**config.mk**
```make
export PLATFORM = sky130hd
export DESIGN_NAME = vga_fb_arbiter
export DESIGN_NICKNAME = d
export VERILOG_FILES = /design/src/rtl/vga_fb_pkg.sv /design/src/rtl/vga_fb_addr_gen.sv /design/src/rtl/vga_fb_arbiter.sv
export SDC_FILE = /design/constraint.sdc
export NUM_CORES = 1
export LEC_CHECK = 0
export CORE_MARGIN = 3
export CORE_UTILIZATION = 37
export DETAILED_ROUTE_END_ITERATION = 6
export GPL_TIMING_DRIVEN = 0
export PLACE_DENSITY = 0.82
export SKIP_CTS_REPAIR_TIMING = 1
export SLEW_MARGIN = 10
export SYNTH_ARGS = -nofsm -noshare
export SYNTH_HDL_FRONTEND = slang
export SYNTH_SLANG_ARGS = --single-unit
```
**constraint.sdc**
```tcl
create_clock -name clk -period 2.2 [get_ports clk]
set_clock_uncertainty 0.1 [all_clocks]
set_input_delay 0.22 -clock clk [delete_from_list [all_inputs] [get_ports clk]]
set_output_delay 0.22 -clock clk [all_outputs]
set_load 0.05 [all_outputs]
```
**src/rtl/vga_fb_pkg.sv**
```systemverilog
// Shared constants and state type for the VGA frame-buffer arbiter.
// Frame-buffer geometry is derived from the 640x480 display and a log2 downscale.
package vga_fb_pkg;

    localparam int H_DISP       = 640;
    localparam int V_DISP       = 480;
    localparam int SCALE_SH_DEF = 2;
    localparam int FB_W         = H_DISP >> SCALE_SH_DEF;
    localparam int FB_H         = V_DISP >> SCALE_SH_DEF;
    localparam int FB_DEPTH     = FB_W * FB_H;

    typedef enum logic [1:0] {
        IDLE,
        RD,
        WR
    } state_t;

    function automatic int fb_depth(input int scale_sh);
        return (H_DISP >> scale_sh) * (V_DISP >> scale_sh);
    endfunction

endpackage

```
**src/rtl/vga_fb_addr_gen.sv**
```systemverilog
// Maps a display (h_count, v_count) position to a linear downscaled frame-buffer address.
// Purely combinational; both coordinates are pre-shifted before the row multiply.
module vga_fb_addr_gen
    import vga_fb_pkg::*;
#(
    parameter int SCALE_SH = 2,
    parameter int ADDR_W   = 15
) (
    input  logic [9:0]        h_count,
    input  logic [9:0]        v_count,
    output logic [ADDR_W-1:0] addr
);

    localparam int ROW_W = H_DISP >> SCALE_SH;

    logic [ADDR_W-1:0] row;
    logic [ADDR_W-1:0] col;

    assign row  = ADDR_W'(v_count >> SCALE_SH);
    assign col  = ADDR_W'(h_count >> SCALE_SH);
    assign addr = row * ADDR_W'(ROW_W) + col;

endmodule

```
**src/rtl/vga_fb_arbiter.sv**
```systemverilog
// Shares one single-port synchronous frame-buffer RAM between display refresh reads and a pixel writer.
// Define FB_ACTIVE_WRITE_EN to let the writer use non-tick clocks during active video.
module vga_fb_arbiter
    import vga_fb_pkg::*;
#(
    parameter int SCALE_SH = 2,
    parameter int RGB_W    = 12,
    parameter int ADDR_W   = 15
) (
    input  logic              clk,
    input  logic              rst,
    input  logic              p_tick,
    input  logic              vd_on,
    input  logic              h_sync,
    input  logic              v_sync,
    input  logic [9:0]        h_count,
    input  logic [9:0]        v_count,
    input  logic              wr_req,
    input  logic [ADDR_W-1:0] wr_addr,
    input  logic [RGB_W-1:0]  wr_data,
    output logic              wr_ack,
    output logic              mem_en,
    output logic              mem_we,
    output logic [ADDR_W-1:0] mem_addr,
    output logic [RGB_W-1:0]  mem_wdata,
    input  logic [RGB_W-1:0]  mem_rdata,
    output logic [RGB_W-1:0]  rgb,
    output logic              rgb_on,
    output logic              hs_out,
    output logic              vs_out
);

    localparam int DEPTH = fb_depth(SCALE_SH);

    logic [ADDR_W-1:0] pix_addr;
    logic              wr_ok;
    logic              wr_in_range;
    state_t            state;
    logic              rd_valid;
    logic [1:0]        vd_d;
    logic [1:0]        hs_d;
    logic [1:0]        vs_d;

    vga_fb_addr_gen #(
        .SCALE_SH(SCALE_SH),
        .ADDR_W  (ADDR_W)
    ) u_addr_gen (
        .h_count(h_count),
        .v_count(v_count),
        .addr   (pix_addr)
    );

`ifdef FB_ACTIVE_WRITE_EN
    assign wr_ok = !(p_tick && vd_on);
`else
    assign wr_ok = !vd_on;
`endif

    // One extra bit so a depth equal to 2**ADDR_W still compares correctly.
    assign wr_in_range = ({1'b0, wr_addr} < (ADDR_W+1)'(DEPTH));

    // NOTE: registered state and outputs use non-blocking assignments so every
    // block samples pre-edge values regardless of evaluation order.
    always_ff @(posedge clk) begin
        if (rst) begin
            state     <= IDLE;
            wr_ack    <= 1'b0;
            mem_en    <= 1'b0;
            mem_we    <= 1'b0;
            mem_addr  <= '0;
            mem_wdata <= '0;
        end else begin
            wr_ack <= 1'b0;
            mem_en <= 1'b0;
            mem_we <= 1'b0;
            if (p_tick && vd_on) begin
                state    <= RD;
                mem_en   <= 1'b1;
                mem_addr <= pix_addr;
            end else if (wr_req && wr_ok && state != WR) begin
                // The writer still holds wr_req while it sees the ack, so a
                // grant is never issued back-to-back.
                state     <= WR;
                mem_en    <= 1'b1;
                mem_we    <= wr_in_range;
                mem_addr  <= wr_addr;
                mem_wdata <= wr_data;
                wr_ack    <= 1'b1;
            end else begin
                state <= IDLE;
            end
        end
    end

    // Video outputs trail the sync inputs by three clocks to meet the RAM read data.
    always_ff @(posedge clk) begin
        if (rst) begin
            rd_valid <= 1'b0;
            vd_d     <= '0;
            hs_d     <= '0;
            vs_d     <= '0;
            rgb_on   <= 1'b0;
            hs_out   <= 1'b0;
            vs_out   <= 1'b0;
            rgb      <= '0;
        end else begin
            rd_valid <= (state == RD);
            vd_d     <= {vd_d[0], vd_on};
            hs_d     <= {hs_d[0], h_sync};
            vs_d     <= {vs_d[0], v_sync};
            rgb_on   <= vd_d[1];
            hs_out   <= hs_d[1];
            vs_out   <= vs_d[1];
            if (!vd_d[1]) begin
                rgb <= '0;
            end else if (rd_valid) begin
                rgb <= mem_rdata;
            end
        end
    end

endmodule

```
==> results.py <==
metrics = {
    "placed_design": {
        "preCtsSetupSlack_ps": -672,
        "gp_congestion": 0.829,
        "placed_cell_area_um2": 3620,
        "dp_hpwl_um": 5140,
        "io_buffers": 106,
    },
    "drt": {
        "num_vias": 2330,
        "initialDrtViolationCount": 85,
        "dr.pass1.iters": 4,
        "routed_wl_um": 6850,
        "vias_per_cell": 5.07,
        "drc_errors": 0,
        "postRouteAntennaNets": 0,
        "post_drt_wl_per_cell_um": 14.9,
    },
    "grt": {
        "grt_max_degree": 17,
        "track_usage_pct": 17.1,
        "grt_pass1_vias": 2223,
        "grtUsageMet2_pct": 27.7,
        "met1_usage_pct": 21.6,
        "grt_pass1_wl_um": 10200,
        "use_met3_pct": 4.92,
        "busiest_layer": "met2",
        "grt_overflow": 0,
        "grt_antenna_before_repair": 0,
    },
    "clock_network": {
        "clk_latency_ps": 310,
        "numCtsBuffers": 5,
        "cts_buffer_depth": 2,
        "cts_root_buf": "clkbuf_8",
        "htreeDepth": 2,
        "cts.sinks": 53,
        "tritoncts": "done",
        "clk_pin_slew_ps": 100,
    },
    "timing": {
        "fin_crit_sh_pct": 99.0,
        "period_minus_slack_ps": 2180,
        "relSlewSlack_pct": 63.9,
        "final_max_slew_viol_count": 0,
        "hold_viol_final": 0,
        "setup_ws_ps": 21.2,
        "max_freq_mhz": 459,
        "setup_violations": 0,
        "worst-slew-pin-transition_ps": 540,
    },
    "synth": {
        "synth_nets": 351,
        "synth-seq-cells": 53,
        "syn-cell-area_um2": 2430,
        "syn_area_per_cell_um2": 9.07,
        "synth.distinct_cells": 44,
        "ys.warnings.count": 0,
        "ys_seq_area_share_pct": 43.6,
        "syn_inst": 268,
    },
    "floorplan": {
        "initial_core_util_pct": 39.7,
        "io_pins": 111,
        "die_h_um": 87.1,
        "die-area_um2": 7580,
        "dieWidth_um": 87.1,
        "core_area_um2": 6130,
        "rows": 28,
    },
    "pwr": {
        "power-per-cell-area_nw_per_um2": 597,
        "max-vdd-ir-drop_mv": 0.387,
        "p_leak_uw": 0.00149,
    },
    "final_layout": {
        "num-nets-final": 467,
        "drive_gt1_share_pct": 9.87,
        "diodes": 0,
        "finalInstanceArea_um2": 3880,
        "area_delta_synth_final_pct": 59.5,
    },
    "worst_setup_path": {
        "crit_type": "in -> reg",
        "cp-start-kind": "primary input",
        "cp-startpoint": "v_count[8]",
        "cp.required_ps": 2310,
        "crit_arrival_ps": 2290,
        "reg2reg_from": "state[0]$_SDFF_PP0_",
        "cp_max_fo": 4,
        "end_kind": "flop",
    },
    "min_path": {
        "hold_class": "in -> reg",
        "min_from": "v_count[2]",
    },
    "run_status": {
        "status": "complete, no violations",
    },
    "job": {
        "maxCapViolations": 0,
    },
}
## cells in the final DEF, fill, tap and decap left out, types with 3 or more instances in the layout
cell type | Yosys | final
o22ai_1 | 6 | 5
dlymetal6s2s_1 | 0 | 6
nor2_1 | 26 | 26
a21o_1 | 3 | 3
a21oi_1 | 24 | 24
nor2b_1 | 12 | 11
ha_4 | 0 | 8
inv_1 | 8 | 7
clkbuf_1 | 10 | 11
nand2b_1 | 5 | 5
clkdlybuf4s50_1 | 0 | 99
buf_4 | 0 | 3
and3_1 | 6 | 6
mux2i_1 | 13 | 13
ha_2 | 0 | 3
nand2_1 | 37 | 37
ha_1 | 15 | 4
a22oi_1 | 5 | 5
xor2_1 | 5 | 5
clkbuf_8 | 0 | 5
dfxtp_1 | 53 | 53
## cell usage after synthesis (all sizes together)
library cell	n	area, um2
nand3b	2	15.0
o22ai	6	37.5
o21ba	1	10.0
xnor2	3	26.3
o21ai	3	15.0
xor2	5	43.8
a21o	3	22.5
and2	2	12.5
or2	1	6.26
and3	6	37.5
o21a	2	15.0
nor3b	1	7.51
nor2	27	104
fa	2	40.0
nand4b	1	8.76
a211oi	2	27.5
and3b	2	17.5
a221oi	2	17.5
nand2b	5	31.3
o2bb2ai	1	8.76
dfxtp	53	1060
a21oi	24	120
a22oi	5	37.5
clkbuf	10	37.5
a31oi	1	6.26
o221ai	1	8.76
o211ai	1	7.51
nor2b	12	75.1
nor3	2	10.0
buf	3	13.8
ha	15	188
nor4b	2	32.5
nand4	1	6.26
a211o	1	8.76
a222oi	1	10.0
inv	8	30.0
nand3	1	5.00
nand2	37	139
mux2i	13	130
## state kept, by name, indices dropped and copies added, names as in the netlist
| register | cells |
|---|---|
| hs_out | 1 |
| rgb_on | 1 |
| mem_we | 1 |
| hs_d | 2 |
| mem_en | 1 |
| mem_wdata | 12 |
| wr_ack | 1 |
| mem_addr | 15 |
| state | 1 |
| vs_d | 2 |
| vs_out | 1 |
| rd_valid | 1 |
| vd_d | 2 |
| rgb | 12 |
## report_power, final
part | switching [uW] | internal, uW
clock network | 323 | 225
logic | 390 | 352
registers | 21.5 | 1000
total | 735 | 1580
## through the flow
step / power [uW] / utilization, % / hold WS, ps / TNS [ps] / cells
after floorplan: 1460 / - / 203 / 0 / 268
after global placement: 1700 / 59.1 / 320 / -1970 / 449
after detailed placement: 1720 / 59.1 / 328 / -2200 / 449
after CTS: 2260 / 60.5 / 348 / -675 / 457
after global routing: 2440 / 63.2 / 325 / -56.5 / 460
final: 2320 / 63.2 / 285 / 0 / 460
## worst max-delay path, stage by stage
cell and delay (ps):
clkdlybuf4s50_1 520, ha_4 220, ha_4 290, o21ba_2 180
nor4b_4 300, nand4_1 190, xor2_1 180, o21a_1 170
## final cells by class
| class | instances | area (um2) |
|---|---|---|
| Fill cell | 500 | 2250 |
| Multi-Input combinational cell | 194 | 1460 |
| Timing Repair Buffer | 109 | 1090 |
| Sequential cell | 53 | 1060 |
| Tap cell | 75 | 93.8 |
| Clock buffer | 6 | 72.6 |
| Buffer | 13 | 51.3 |
| Inverter | 8 | 30.0 |
| Clock inverter | 2 | 15.0 |
## cells by family (layout without fill, tap and decap cells)
kind of cell,count (synthesis),count (layout),share of synthesized area (%)
and+or+nand+nor,102,102,20.9
AOI/OAI and AO/OA,54,54,14.5
DFF,53,53,43.6
buffers and inverters,21,138,3.35
adders and majority gates,17,17,9.37
muxes,13,13,5.35
xor gates and xnor gates,8,8,2.88
## routing by layer
metal	vias to the layer above	share of wire [%]
li1	1153	-
met1	1078	44
met2	91	46
met3	8	7.8
met4	0	1.4
met5	-	0
## worst paths after layout
kind / endpoint / slack (ps) / cells past startpoint
worst max-delay path: mem_addr[14]$_SDFFE_PP0P_ / 20 / 8
worst min-delay path: mem_addr[5]$_SDFFE_PP0P_ / 280 / 4
worst max register to register: mem_wdata[7]$_SDFFE_PP0P_ / 320 / 6
worst min register to register: hs_out$_SDFF_PP0_ / 350 / 1
Power figures use the tool's default switching activity.
